**src/rtl/par8_pkg.sv**
```systemverilog
// rtl/par8_pkg.sv - shared constants and state encoding for the 8-bit parallel host bus
package par8_pkg;

  localparam int PAR8_W          = 8;
  localparam int CLK_HALF_DEF    = 8;
  localparam int TURN_CYCLES_DEF = 4;

  localparam logic [2:0] ST_IDLE  = 3'd0;
  localparam logic [2:0] ST_TURN  = 3'd1;
  localparam logic [2:0] ST_SETUP = 3'd2;
  localparam logic [2:0] ST_HIGH  = 3'd3;
  localparam logic [2:0] ST_HOLD  = 3'd4;

  function automatic int max_int(input int a, input int b);
    return (a > b) ? a : b;
  endfunction

endpackage

```
**src/rtl/par8_master.sv**
```systemverilog
// rtl/par8_master.sv - host-side master for the 8-bit parallel bus (single-byte read/write with turnaround)
// Optional byte counters: define PAR8_MASTER_STATS_EN.
module par8_master
  import par8_pkg::*;
#(
  parameter int CLK_HALF    = CLK_HALF_DEF,
  parameter int TURN_CYCLES = TURN_CYCLES_DEF
) (
  input  logic              clk,
  input  logic              reset,
  input  logic              cmd_valid,
  output logic              cmd_ready,
  input  logic              cmd_rnw,
  input  logic [PAR8_W-1:0] cmd_data,
  output logic              rsp_valid,
  output logic [PAR8_W-1:0] rsp_data,
  output logic              bus_clk,
  output logic              bus_rnw,
  output logic [PAR8_W-1:0] bus_data_out,
  output logic              bus_data_oe,
  input  logic [PAR8_W-1:0] bus_data_in
`ifdef PAR8_MASTER_STATS_EN
  ,
  output logic [31:0]       stat_wr_bytes,
  output logic [31:0]       stat_rd_bytes
`endif
);

  localparam int CNT_W = $clog2(max_int(CLK_HALF, TURN_CYCLES)) + 1;
  localparam logic [CNT_W-1:0] HALF_LOAD = CNT_W'(CLK_HALF - 1);
  localparam logic [CNT_W-1:0] TURN_LOAD = CNT_W'(TURN_CYCLES - 1);

  logic [2:0]        r_state;
  logic [CNT_W-1:0]  r_cnt;
  logic              r_last_rnw;
  logic              r_cmd_ready;
  logic              r_rsp_valid;
  logic [PAR8_W-1:0] r_rsp_data;
  logic              r_bus_clk;
  logic              r_bus_rnw;
  logic              r_bus_oe;
  logic [PAR8_W-1:0] r_bus_dout;
  logic [PAR8_W-1:0] r_din;
`ifdef PAR8_MASTER_STATS_EN
  logic [31:0]       r_stat_wr;
  logic [31:0]       r_stat_rd;
`endif

  logic w_accept;
  logic w_cnt_done;

  assign w_accept   = cmd_valid & r_cmd_ready;
  assign w_cnt_done = (r_cnt == '0);

  always_ff @(posedge clk) begin
    if (reset) begin
      r_state     <= ST_IDLE;
      r_cnt       <= '0;
      r_last_rnw  <= 1'b0;
      r_cmd_ready <= 1'b0;
      r_rsp_valid <= 1'b0;
      r_rsp_data  <= '0;
      r_bus_clk   <= 1'b0;
      r_bus_rnw   <= 1'b0;
      r_bus_oe    <= 1'b0;
      r_bus_dout  <= '0;
      r_din       <= '0;
`ifdef PAR8_MASTER_STATS_EN
      r_stat_wr   <= '0;
      r_stat_rd   <= '0;
`endif
    end else begin
      r_rsp_valid <= 1'b0;
      r_din       <= bus_data_in;
      case (r_state)
        ST_IDLE: begin
          r_cmd_ready <= 1'b1;
          if (w_accept) begin
            r_cmd_ready <= 1'b0;
            r_last_rnw  <= cmd_rnw;
            if (!cmd_rnw) r_bus_dout <= cmd_data;
            // Direction change: release both oe and rnw before the new direction is driven.
            if (cmd_rnw != r_last_rnw) begin
              r_state   <= ST_TURN;
              r_cnt     <= TURN_LOAD;
              r_bus_oe  <= 1'b0;
              r_bus_rnw <= 1'b0;
            end else begin
              r_state   <= ST_SETUP;
              r_cnt     <= HALF_LOAD;
              r_bus_rnw <= cmd_rnw;
              r_bus_oe  <= ~cmd_rnw;
            end
          end
        end
        ST_TURN: begin
          if (w_cnt_done) begin
            r_state   <= ST_SETUP;
            r_cnt     <= HALF_LOAD;
            r_bus_rnw <= r_last_rnw;
            r_bus_oe  <= ~r_last_rnw;
          end else begin
            r_cnt <= r_cnt - 1'b1;
          end
        end
        ST_SETUP: begin
          if (w_cnt_done) begin
            r_state   <= ST_HIGH;
            r_cnt     <= HALF_LOAD;
            r_bus_clk <= 1'b1;
          end else begin
            r_cnt <= r_cnt - 1'b1;
          end
        end
        ST_HIGH: begin
          if (w_cnt_done) begin
            r_state   <= ST_HOLD;
            r_cnt     <= HALF_LOAD;
            r_bus_clk <= 1'b0;
            if (r_last_rnw) begin
              r_rsp_data  <= r_din;
              r_rsp_valid <= 1'b1;
            end
          end else begin
            r_cnt <= r_cnt - 1'b1;
          end
        end
        ST_HOLD: begin
          if (w_cnt_done) begin
            r_state     <= ST_IDLE;
            r_cmd_ready <= 1'b1;
`ifdef PAR8_MASTER_STATS_EN
            if (r_last_rnw) r_stat_rd <= r_stat_rd + 32'd1;
            else            r_stat_wr <= r_stat_wr + 32'd1;
`endif
          end else begin
            r_cnt <= r_cnt - 1'b1;
          end
        end
        default: begin
          r_state <= ST_IDLE;
        end
      endcase
    end
  end

  assign cmd_ready    = r_cmd_ready;
  assign rsp_valid    = r_rsp_valid;
  assign rsp_data     = r_rsp_data;
  assign bus_clk      = r_bus_clk;
  assign bus_rnw      = r_bus_rnw;
  assign bus_data_oe  = r_bus_oe;
  assign bus_data_out = r_bus_dout;
`ifdef PAR8_MASTER_STATS_EN
  assign stat_wr_bytes = r_stat_wr;
  assign stat_rd_bytes = r_stat_rd;
`endif

endmodule

```
**config.mk**
```make
export PLATFORM = sky130hd
export DESIGN_NAME = par8_master
export DESIGN_NICKNAME = d
export VERILOG_FILES = /design/src/rtl/par8_pkg.sv /design/src/rtl/par8_master.sv
export SDC_FILE = /design/constraint.sdc
export NUM_CORES = 1
export LEC_CHECK = 0
export CORE_MARGIN = 8
export CORE_UTILIZATION = 60
export CTS_CLUSTER_SIZE = 24
export DETAILED_ROUTE_END_ITERATION = 7
export DONT_BUFFER_PORTS = 1
export HOLD_SLACK_MARGIN = 0.08
export PLACE_DENSITY = 0.76
export SLEW_MARGIN = 20
export SYNTH_ARGS = -nofsm -noshare
export SYNTH_HDL_FRONTEND = slang
export SYNTH_SLANG_ARGS = --single-unit
```
**constraint.sdc**
```tcl
create_clock -name clk -period 2.42 [get_ports clk]
set_input_delay 0.484 -clock clk [delete_from_list [all_inputs] [get_ports clk]]
set_output_delay 0.484 -clock clk [all_outputs]
set_load 0.05 [all_outputs]
```
# Word level (Yosys, flattened, before mapping)
# Index checks and enable logic that the tools add are counted.
# totals
ff_bits,37
in_bits,20
elab_cells,70
# classes
reduce_logical,16
bitwise_logic,5
mux,26
n_eq_ne,11
addsub,1
# ops
operator,n
$mux 3,6
$pmux 3 s5,1
$reduce_and 3->1,5
$mux 4,3
$ne 2x2->1 const B,6
$pmux 4 s3,1
$mux 1,10
$pmux 1 s2,4
$eq 3x2->1 const B,2
$reduce_bool 2->1,3
$reduce_or 3->1,2
$reduce_and 5->1,1
$logic_not 4->1,1
$not 1->1,4
$reduce_and 2->1,2
$sub 4x1->4 const B,1
$eq 3x1->1 const B,1
$eq 3x3->1 const B,1
$logic_not 3->1,1
$reduce_bool 3->1,1
$mux 2,1
$and 1x1->1,1
$ne 1x1->1,1

# Logic depth before layout (Yosys ltp)
# logic_depth
word_depth,4
depth_mapped,6
ltp_nobuf,6

# Least setup slack after synthesis
# No wires, ideal clock.
# synth_path
path_kind,reg-to-reg
startpoint,reg r_cmd_ready (netlist: cmd_ready)
endpoint,reg r_bus_dout[0] (netlist: bus_data_out[0])
setup_slack_ns,0.640
t_required_ns,2.292
synth_period_minus_slack_ns,1.780
arrival_ns,1.652
stages_incl_launch_ff,5
setup_time_ns,0.128
path_cell_list,dfxtp_1 -> nand2_1 -> nor3_4 -> mux2i_1 -> nor2_1
# synth_via
elab_chain_len,2
# synth_lines
item,line_no,text
"start, declared",par8_master.sv:36,logic r_cmd_ready;
"start signal, assigned",par8_master.sv:60,r_cmd_ready <= 1'b0;
"start signal, assigned",par8_master.sv:77,r_cmd_ready <= 1'b1;
"start signal, assigned",par8_master.sv:79,r_cmd_ready <= 1'b0;
$and 1x1->1,par8_master.sv:52,assign w_accept = cmd_valid & r_cmd_ready;
$reduce_and 3->1 (no line),--,
"end signal, assigned",par8_master.sv:81,if (!cmd_rnw) r_bus_dout <= cmd_data;
"end, declared",par8_master.sv:42,logic [PAR8_W-1:0] r_bus_dout;
# No other way between the ends.
# A chain may end at the register's enable or synchronous reset.

# Worst setup path in the final report
# layout_path
startpoint,reg r_cnt[0]
endpoint,reg r_rsp_data[2] (netlist: rsp_data[2])
# layout_via
elab_chain_len,2
# layout_lines
item,line_no,text
"start, declared",par8_master.sv:34,logic [CNT_W-1:0] r_cnt;
"start signal, assigned",par8_master.sv:103,r_cnt <= r_cnt - 1'b1;
"start signal, assigned",par8_master.sv:112,r_cnt <= r_cnt - 1'b1;
"start signal, assigned",par8_master.sv:125,r_cnt <= r_cnt - 1'b1;
$logic_not 4->1,par8_master.sv:53,assign w_cnt_done = (r_cnt == '0);
$reduce_and 3->1 (no line),--,
"end signal, assigned",par8_master.sv:121,r_rsp_data <= r_din;
"end, declared",par8_master.sv:38,logic [PAR8_W-1:0] r_rsp_data;
# No other way between the ends.

==> qor.csv <==
stage,metric,value,unit
synthesis,ys_seq_area_frac,0.4860,
sta,max-slew-margin-rel,0.6440,
floorplan,die_h,66.40,um
setup_path,timing.critical_path.buf_inv,1,
grt,grt_overflow_total,0,
setup_path,critPathMaxStageDelay,0.52,ns
setup_path,crit_chain,"inv_1, ha_1, nand4bb_1, nor3_4, mux2i_1, nor2_1",
layout,fin_util,0.6667,
synthesis,async_flop_share,0,
floorplan,core,2432,um2
setup_path,reg2reg_depth,6,
layout,fillCellCount,200,
sta,finalClockSkew,0.008943,ns
setup_path,cp-end-kind,register,
floorplan,io_pins,41,
grt,grt_usage,0.1415,
synthesis,synth_largest_area_cell,dfxtp_1,
detailed_routing,num_vias,1073,
sta,setup_viol,0,
floorplan,dieArea,4408,um2
cts,clk_pin_slew,0.11,ns
setup_path,worstSetupPathType,reg2reg,
status,status,completed,
cts,cts-root-buf,clkbuf_4,
hold_path,whs_path_depth,1,
cts,numCtsBuffers,5,
grt,grt_pass1_vias,1100,
floorplan,die_w,66.40,um
synthesis,avgSynthCellArea,9.707,um2
layout,syn2layout_area_growth,6.404,%
sta,hold_viol,0,
synthesis,syn_nets,180,
detailed_routing,drtAntennaViolNets,0,
cts,cts-resized-gates,0,
sta,final.period_utilization,0.7833,
pwr,vdd_drop_max,0.0008275,V
synthesis,synth_flop_cell,dfxtp_1,
synthesis,synth.top_cell.area_share,0.4860,
synthesis,synth_cell_types,34,
sta,drv_slew,0,
layout,drive_gt1_frac,0.09494,
floorplan,start_util,0.6265,
setup_path,crit_cells,6,
cts,clkLatencyLatePin,0.33,ns
cts,cts_num_sinks,37,
pwr,leakage,0.0005905,uW
setup_path,cpMaxStageDelayCell,nor3_4,
placement,gp_congestion,0.8618,
setup_path,cp-start-kind,register,
detailed_routing,vias_per_cell,5.707,
synthesis,synth.most_common_cell,dfxtp_1,
sta,layout_min_cycle_time,1.896,ns
detailed_routing,drc,0,
cts,cts_buffer_depth,2,
synthesis,synth_cells,157,
cts,ctsHoldBuffers,0,
synthesis,yosys_register_bits,37,
layout,antennaDiodeCount,0,
hold_path,hp-class,in2reg,
detailed_routing,dr.pass1.iters,4,
setup_path,critPathRequiredTime,2.65,ns
layout,nets,180,
synthesis,synth_edf_count,0,
cts,htreeDepth,2,
setup_path,critPathTopFamily,simple AND/OR/NAND/NOR gates,
placement,io_buffers,0,
synthesis,yosys-top-cells-count,"37 x dfxtp_1, 26 x nor2_1, 20 x mux2i_1",
cts,cts_tree,built,
synthesis,synth_area_leaders,"dfxtp_1 49%, mux2i_1 13%, nor2_1 6.4%",
detailed_routing,drtIter0Drc,37,
grt,grt_pass1_wl,4912,um
setup_path,cp.arrival,2.13,ns
sta,max_freq,527.5,MHz
grt,grt_max_degree,38,
pwr,power_density,1186,nW/um2
grt,antenna_found_initial,0,
placement,dp_hpwl,2102,um
synthesis,synth_area,1524,um2
floorplan,row_count,18,
detailed_routing,wl_per_cell,15.54,um
sta,rsz0062_at_grt,false,
pwr,total_power,1923,uW
job,max_cap_viol_count,0,
cts,postCtsSetupBuffers,0,
detailed_routing,wl,2922,um
synthesis,synth_warnings,0,
sta,worst_pin_slew,0.5332,ns
sta,fin_setup_tns,0,ns
setup_path,cp_max_fo,8,
==> cell type report <==
cell class / count / area (um2) / share of cell area
flip-flops and latches: 37 / 740.7 / 0.4568
multi-input cells: 107 / 724.4 / 0.4468
clock buffers: 6 / 51.30 / 0.03164
clock inverters: 2 / 37.54 / 0.02315
well taps: 30 / 37.54 / 0.02315
repair buffers: 2 / 15.01 / 0.009259
inverters: 4 / 15.01 / 0.009259
==> flip-flops by register name, summed over array words and instances, names as in the netlist, 3 cells and up <==
signal        cells
bus_data_out      8
r_cnt             4
r_din             8
r_state           3
rsp_data          8
==> placed cells by master (no fill, tap or decap), types with 3 or more instances in the layout <==
| cell | Yosys | routed |
|---|---|---|
| nand2_1 | 8 | 8 |
| nor2_1 | 26 | 26 |
| clkbuf_4 | 0 | 5 |
| dfxtp_1 | 37 | 37 |
| nor2b_1 | 8 | 8 |
| inv_1 | 4 | 4 |
| a211oi_1 | 4 | 4 |
| a21oi_1 | 6 | 6 |
| o21ai_0 | 5 | 5 |
| nor3_1 | 3 | 3 |
| mux2i_1 | 20 | 20 |
| ha_1 | 3 | 3 |
==> final timing paths <==
kind / startpoint / slack (ns) / to
setup reg to reg: r_cnt[0] / 0.52 / rsp_data[2]
setup / recovery: r_cnt[0] / 0.52 / rsp_data[2]
hold reg to reg: r_din[6] / 0.48 / rsp_data[6]
hold / removal: reset / 0.21 / r_din[3]
==> logic make-up (layout without fill, tap and decap cells) <==
group | count (synthesis) | after routing | synth area share
compound gates | 23 | 23 | 0.09853
xor+xnor | 1 | 1 | 0.005748
fa+ha+maj | 3 | 3 | 0.02463
buf+inv | 13 | 14 | 0.03858
flops | 37 | 37 | 0.4860
mux | 20 | 20 | 0.1314
simple gates | 60 | 60 | 0.2151
==> stage by stage <==
stage                     hold slack, ns  area [um2]  worst slack, ns  instances
after floorplan                   0.4403        1524           0.6401        157
after global placement            0.4440        1533           0.5928        180
after detailed placement          0.4620        1533           0.5372        180
after CTS                         0.1964        1622           0.5178        188
after global routing              0.1773        1622           0.3414        188
final                             0.2085        1622           0.5244        188
==> metal layers <==
layer,part of all wire,up-vias,global-route usage
met2,0.49,38,0.2376
met4,0.0051,0,0.06400
met1,0.40,490,0.1426
met5,0,-,0
met3,0.10,2,0.07288
li1,-,543,-
==> power by group <==
group	leakage, uW	internal [uW]	total (uW)	switching, uW
Sequential	0.000302	700	904	204
Combinational	0.000244	252	575	323
Clock	0.0000445	246	444	199
No activity file was read; power rests on OpenSTA's default activity.
